<file path="config.mk">
export PLATFORM = sky130hd
export DESIGN_NAME = alu_op_sequencer_flat
export DESIGN_NICKNAME = d
export VERILOG_FILES = /design/src/rtl/alu_op_sequencer_if.sv /design/src/rtl/alu_op_sequencer.sv /design/src/flat_wrapper.sv
export SDC_FILE = /design/constraint.sdc
export NUM_CORES = 1
export LEC_CHECK = 0
export CORE_MARGIN = 2
export CORE_UTILIZATION = 35
export CTS_CLUSTER_SIZE = 24
export DETAILED_ROUTE_END_ITERATION = 8
export HOLD_SLACK_MARGIN = 0.06
export PLACE_DENSITY = 0.76
export SYNTH_ARGS = -nofsm -noshare
export SYNTH_HDL_FRONTEND = slang
export SYNTH_SLANG_ARGS = --single-unit
</file>
<file path="constraint.sdc">
create_clock -name clk -period 1.34 [get_ports clk]
set_clock_uncertainty 0.15 [all_clocks]
set_input_delay 0.201 -clock clk [delete_from_list [all_inputs] [get_ports clk]]
set_output_delay 0.201 -clock clk [all_outputs]
set_load 0.1 [all_outputs]
</file>
<file path="src/rtl/alu_op_sequencer_if.sv">
// Command/response/ALU bus of the ALU operation sequencer.
// slave = sequencer side, master = command source / ALU harness side.
interface alu_op_sequencer_if #(
  parameter int W = 4
);
  logic         cmd_valid;
  logic         cmd_ready;
  logic [W-1:0] cmd_a;
  logic [W-1:0] cmd_b;
  logic [1:0]   cmd_sel;
  logic         cmd_use_acc;
  logic         rsp_valid;
  logic         rsp_ready;
  logic [W-1:0] rsp_data;
  logic         rsp_zero;
  logic [W-1:0] alu_a;
  logic [W-1:0] alu_b;
  logic [1:0]   alu_sel;
  logic [W-1:0] alu_y;
  logic         busy;

  modport slave (
    input  cmd_valid, cmd_a, cmd_b, cmd_sel, cmd_use_acc, rsp_ready, alu_y,
    output cmd_ready, rsp_valid, rsp_data, rsp_zero, alu_a, alu_b, alu_sel, busy
  );

  modport master (
    output cmd_valid, cmd_a, cmd_b, cmd_sel, cmd_use_acc, rsp_ready, alu_y,
    input  cmd_ready, rsp_valid, rsp_data, rsp_zero, alu_a, alu_b, alu_sel, busy
  );
endinterface

</file>
<file path="src/rtl/alu_op_sequencer.sv">
// Initiator-side sequencer for a 4-op combinational ALU: IDLE -> EXEC -> RESP.
// Optional accumulator operand substitution enabled by defining ALU_SEQ_ACC_EN.
module alu_op_sequencer #(
  parameter int W      = 4,
  parameter int SETTLE = 1
) (
  input  logic clk,
  input  logic rst,
  alu_op_sequencer_if.slave bus
);
  localparam logic [1:0] IDLE = 2'd0;
  localparam logic [1:0] EXEC = 2'd1;
  localparam logic [1:0] RESP = 2'd2;
  localparam int CW = (SETTLE + 1 > 2) ? $clog2(SETTLE + 1) : 1;

  logic [1:0]    state_reg;
  logic [CW-1:0] cnt_reg;
  logic [W-1:0]  alu_a_reg;
  logic [W-1:0]  alu_b_reg;
  logic [1:0]    alu_sel_reg;
  logic          rsp_valid_reg;
  logic [W-1:0]  rsp_data_reg;
  logic          rsp_zero_reg;
  logic [W-1:0]  a_next;
  logic          capture;

  assign capture = (state_reg == EXEC) && (cnt_reg == '0);

`ifdef ALU_SEQ_ACC_EN
  logic [W-1:0] acc_reg;

  assign a_next = bus.cmd_use_acc ? acc_reg : bus.cmd_a;

  always_ff @(posedge clk or posedge rst) begin
    if (rst) begin
      acc_reg <= '0;
    end else if (capture) begin
      acc_reg <= bus.alu_y;
    end
  end
`else
  logic unused_use_acc;

  assign unused_use_acc = bus.cmd_use_acc;
  assign a_next         = bus.cmd_a;
`endif

  // The counter is loaded with SETTLE and AluY is sampled once it reaches 0,
  // so the operand registers drive the ALU for SETTLE full cycles plus the
  // load cycle: accept at edge k gives RspValid after edge k+SETTLE+1.
  always_ff @(posedge clk or posedge rst) begin
    if (rst) begin
      state_reg     <= IDLE;
      cnt_reg       <= '0;
      alu_a_reg     <= '0;
      alu_b_reg     <= '0;
      alu_sel_reg   <= 2'b00;
      rsp_valid_reg <= 1'b0;
      rsp_data_reg  <= '0;
      rsp_zero_reg  <= 1'b0;
    end else begin
      case (state_reg)
        IDLE: begin
          if (bus.cmd_valid) begin
            alu_a_reg   <= a_next;
            alu_b_reg   <= bus.cmd_b;
            alu_sel_reg <= bus.cmd_sel;
            cnt_reg     <= CW'(SETTLE);
            state_reg   <= EXEC;
          end
        end
        EXEC: begin
          if (cnt_reg == '0) begin
            rsp_data_reg  <= bus.alu_y;
            rsp_zero_reg  <= (bus.alu_y == '0);
            rsp_valid_reg <= 1'b1;
            state_reg     <= RESP;
          end else begin
            cnt_reg <= cnt_reg - CW'(1);
          end
        end
        RESP: begin
          if (bus.rsp_ready) begin
            rsp_valid_reg <= 1'b0;
            state_reg     <= IDLE;
          end
        end
        default: state_reg <= IDLE;
      endcase
    end
  end

  assign bus.cmd_ready = (state_reg == IDLE);
  assign bus.busy      = (state_reg != IDLE);
  assign bus.rsp_valid = rsp_valid_reg;
  assign bus.rsp_data  = rsp_data_reg;
  assign bus.rsp_zero  = rsp_zero_reg;
  assign bus.alu_a     = alu_a_reg;
  assign bus.alu_b     = alu_b_reg;
  assign bus.alu_sel   = alu_sel_reg;
endmodule

</file>
<file path="src/flat_wrapper.sv">
// flat-port wrapper written by rule: the top's interface ports become plain ports
module alu_op_sequencer_flat 
#(
  parameter int W      = 4,
  parameter int SETTLE = 1
)
  (clk, rst, bus_cmd_valid, bus_cmd_a, bus_cmd_b, bus_cmd_sel, bus_cmd_use_acc, bus_rsp_ready, bus_alu_y, bus_cmd_ready, bus_rsp_valid, bus_rsp_data, bus_rsp_zero, bus_alu_a, bus_alu_b, bus_alu_sel, bus_busy);
  alu_op_sequencer_if #(.W(W)) bus_i ();
  input  logic clk;
  input  logic rst;
  input wire logic [$bits(bus_i.cmd_valid)-1:0] bus_cmd_valid;
  input wire logic [$bits(bus_i.cmd_a)-1:0] bus_cmd_a;
  input wire logic [$bits(bus_i.cmd_b)-1:0] bus_cmd_b;
  input wire logic [$bits(bus_i.cmd_sel)-1:0] bus_cmd_sel;
  input wire logic [$bits(bus_i.cmd_use_acc)-1:0] bus_cmd_use_acc;
  input wire logic [$bits(bus_i.rsp_ready)-1:0] bus_rsp_ready;
  input wire logic [$bits(bus_i.alu_y)-1:0] bus_alu_y;
  output wire logic [$bits(bus_i.cmd_ready)-1:0] bus_cmd_ready;
  output wire logic [$bits(bus_i.rsp_valid)-1:0] bus_rsp_valid;
  output wire logic [$bits(bus_i.rsp_data)-1:0] bus_rsp_data;
  output wire logic [$bits(bus_i.rsp_zero)-1:0] bus_rsp_zero;
  output wire logic [$bits(bus_i.alu_a)-1:0] bus_alu_a;
  output wire logic [$bits(bus_i.alu_b)-1:0] bus_alu_b;
  output wire logic [$bits(bus_i.alu_sel)-1:0] bus_alu_sel;
  output wire logic [$bits(bus_i.busy)-1:0] bus_busy;
  assign bus_i.cmd_valid = bus_cmd_valid;
  assign bus_i.cmd_a = bus_cmd_a;
  assign bus_i.cmd_b = bus_cmd_b;
  assign bus_i.cmd_sel = bus_cmd_sel;
  assign bus_i.cmd_use_acc = bus_cmd_use_acc;
  assign bus_i.rsp_ready = bus_rsp_ready;
  assign bus_i.alu_y = bus_alu_y;
  assign bus_cmd_ready = bus_i.cmd_ready;
  assign bus_rsp_valid = bus_i.rsp_valid;
  assign bus_rsp_data = bus_i.rsp_data;
  assign bus_rsp_zero = bus_i.rsp_zero;
  assign bus_alu_a = bus_i.alu_a;
  assign bus_alu_b = bus_i.alu_b;
  assign bus_alu_sel = bus_i.alu_sel;
  assign bus_busy = bus_i.busy;
  alu_op_sequencer #(.W(W), .SETTLE(SETTLE)) u_core (.clk(clk), .rst(rst), .bus(bus_i));
endmodule
</file>
==> results <==
- The filler cells instantiated in the layout total 123.
- The sequential area share after synthesis is 0.618.
- The area share of and/or/nand/nor cells after synthesis is 0.0862.
- The launch point of the worst reg-to-reg path is u_core.state_reg[0].
- In the global route stage, overall resource usage came out at 0.153.
- The initial antenna violation count is 0.
- The final number of max-transition violations was 0.
- The number of global-route vias before repair is 687.
- The initialized floorplan defines 16 standard-cell rows.
- The per-cell via count in the routed design is 4.72.
- During I/O placement, the number of pins put on the boundary was 37.
- Of the total synthesized cell area, the portion taken by full adders, half adders and majority gates is 0.
- The total wirelength of the detailed-routed design is 1880 um.
- The sequential cells in the finished layout cover a total of 483 sq um.
- The clock transition at the registers of the reported paths is 0.10 ns.
- The run finished, with violations left.
- Data on the critical path is required at its endpoint by 0.99 ns.
- The startpoint-to-endpoint class of the critical path is flop to output pin.
- The parity-gate share of the synthesized area counting xor and xnor cells is 0.
- For this design, the sink count on the clock tree is 19.
- The remaining routing DRC violations is 0.
- The sort of element at the end of the critical path is an output pin.
- The count of final setup violators is 18.
- The wire-length estimate of the detail-placed layout is 1270 um.
- Dividing the detail-routed wire length by the instance count gives 15.0 um.
- The initial utilization of the core area, before any placement, comes to 0.381.
- In this run the worst path has a maximum fanout of 2.
- Across all register-to-register paths, the minimum setup slack is -0.29 ns.
- The slowest cell on the critical path is sky130_fd_sc_hd__dfrtp_1.
- The fraction of the mapped netlist area in compound gates is 0.0325.
- TritonCTS built the clock tree.
- In this run the horizontal extent of the chip is 50.9 um.
- The hold violation total from the final report was 0.
- Measured against its own limit, the worst slew margin works out to 0.727.
- For the worst-skew pair, the clock arrives at the later sink with an insertion delay of 0.29 ns.
- The number of antenna diodes in the final layout is 0.
- The floorplan step defined a die boundary enclosing 2590 sq um.
- The startpoint type of the worst setup path is a flop.
- The clock passes through at most 2 buffers.
- The net count of the mapped netlist is 71.
- The number of clock buffers inserted by TritonCTS is 3.
- The signal arrival time at the worst endpoint is 1.33 ns.
- Summing over every cut layer, the via total after detailed routing is 590.
- The worst-case setup margin in the final layout is -0.343 ns.
- The final clock period utilization by the worst path is 1.26.
- The residual overflow from global routing is 0.
- In this run the tool buffered the top-level ports with 35 buffer cells.
- The first detailed-routing pass ran for 2 iterations.
- For this run, the top clock speed supported by timing is 594 MHz.
- The proportion of layout cells with a drive suffix above 1 is 0.571.
- The largest single stage delay on the critical path is 0.41 ns.
- The worst hold path belongs to the class input pin to async pin.
- Yosys mapped the design onto 16 distinct sky130hd cell types.
- Leaving out fill and tap cells, the most frequent cell in the layout is sky130_fd_sc_hd__buf_12.
- Entering global routing, the biggest net connects 20 pins.
- In the final layout, the multi-input gates occupy 340 sq um.
- The routed design could run at a clock period as short as 1.68 ns.
- The signal on the critical path passes through buf_6, or2_4, clkinvlp_4, buf_12.
- The synthesis warning total is 0.
- The die extent in y is 50.9 um.
- The mux contribution to synthesized area is 0.233.
- The first global-routing pass estimated 2930 um of wire.
- By area, the combinational part of the netlist is dominated by multiplexers.
- Counting flops and latches in the post-synthesis netlist gives 19.
- Once detail routing completed, the nets flagged for antenna violations numbered 0.
- Compared with the post-synthesis result, the final layout area differs by 96.4%.
- The number of instances in the synthesized netlist is 52.
- The number of design-rule violations left by the first detailed-router iteration is 5.
- The number of hold-repair buffers added at the cts stage is 0.
- The share of the core filled with cells in the final layout is 0.748.
- For this run, the post-layout net count is 118.
- In this run the critical register-to-register path is captured at u_core.bus.alu_b[3].
- The checks that failed: setup timing.
- The congestion estimate from routability-driven global placement came to 0.691.
- The count of maximum capacitance violations is 0.
- In the layout the commonest cells are 18 x sky130_fd_sc_hd__buf_12, 17 x sky130_fd_sc_hd__clkdlybuf4s50_1, 15 x sky130_fd_sc_hd__mux2_4.
- The mean instance size in the synthesized netlist is 14.8 sq um.
- The area of the mapped netlist is 769 sq um.
- Setup repair after global routing could not meet its margin everywhere.
- The depth of the CTS H-tree is 1.
- At the pin with the least slew margin, the transition time is 0.409 ns.
- CTS placed an instance of sky130_fd_sc_hd__clkbuf_4 at the clock tree root.
- The core region is 2020 sq um.
- The depth of the worst register-to-register path is 5.
[cell type report]
type	count	share of cell area
inverters	3	0.00993
clock buffers	4	0.0174
flip-flops and latches	19	0.320
well taps	27	0.0224
multi-input cells	28	0.225
repair buffers	44	0.406
[repair_timing]
item	4_1_cts	5_1_grt
setup buffers	2	1
setup endpoints to repair	17	18
gates resized for setup	9	11
cloned	1	0
pin swaps	2	2
[metrics by stage]
step                      TNS, ns  instances  instance area, sq um  worst slack (ns)  hold slack, ns
final                       -4.73        125                  1510            -0.343          0.0739
after global routing        -5.76        125                  1510            -0.387           0.105
after global placement      -3.71        118                  1400            -0.348           0.387
after detailed placement    -4.02        118                  1400            -0.368           0.389
after floorplan             -1.64         52                   807            -0.296         0.00178
after CTS                   -2.90        125                  1470            -0.362          0.0799
[worst max path at each step]
stage          slack [ns]           startpoint                     to  cells past startpoint
2_1_floorplan       -0.30  u_core.state_reg[0]          bus_cmd_ready                      2
3_3_place_gp        -0.35        bus_cmd_valid  u_core.bus.alu_sel[1]                      4
3_5_place_dp        -0.37        bus_cmd_valid  u_core.bus.alu_sel[1]                      4
4_1_cts             -0.36  u_core.state_reg[0]          bus_cmd_ready                      4
5_1_grt             -0.39  u_core.state_reg[0]          bus_cmd_ready                      4
6_report            -0.34  u_core.state_reg[0]          bus_cmd_ready                      4
[kinds of logic after synthesis]
| family | after synthesis |
|---|---|
| buffers and inverters | 5 |
| multiplexers | 16 |
| AO/OA/AOI/OAI | 3 |
| AND/OR/NAND/NOR | 9 |
| flip-flops | 19 |
[synthesized netlist by cell type (all sizes together)]
master | n | area (sq um)
a2bb2oi | 1 | 8.76
inv | 3 | 11.3
nor2 | 1 | 3.75
mux2i | 1 | 10.0
a22o | 1 | 8.76
nand2 | 1 | 3.75
dfrtp | 19 | 475
or2 | 2 | 12.5
mux2 | 15 | 169
nor2b | 1 | 6.26
nor4 | 1 | 6.26
nor3b | 3 | 33.8
buf | 2 | 12.5
o21bai | 1 | 7.51
[routing by layer]
layer	track usage	wire [um]	share of wire
met2	0.254	919	0.49
met4	0.0721	15	0.0080
met1	0.190	815	0.43
met3	0.0322	126	0.067
met5	0	0	0
[critical path, delay by kind of cell, from the launching register on]
family                 cells  cell delay [ns]
AND/OR/NAND/NOR            1             0.25
buffers and inverters      3             0.38
flip-flops                 1             0.41
Power is not shown: default switching activity piles up to over one toggle a cycle in this logic, so the estimate is an artifact.
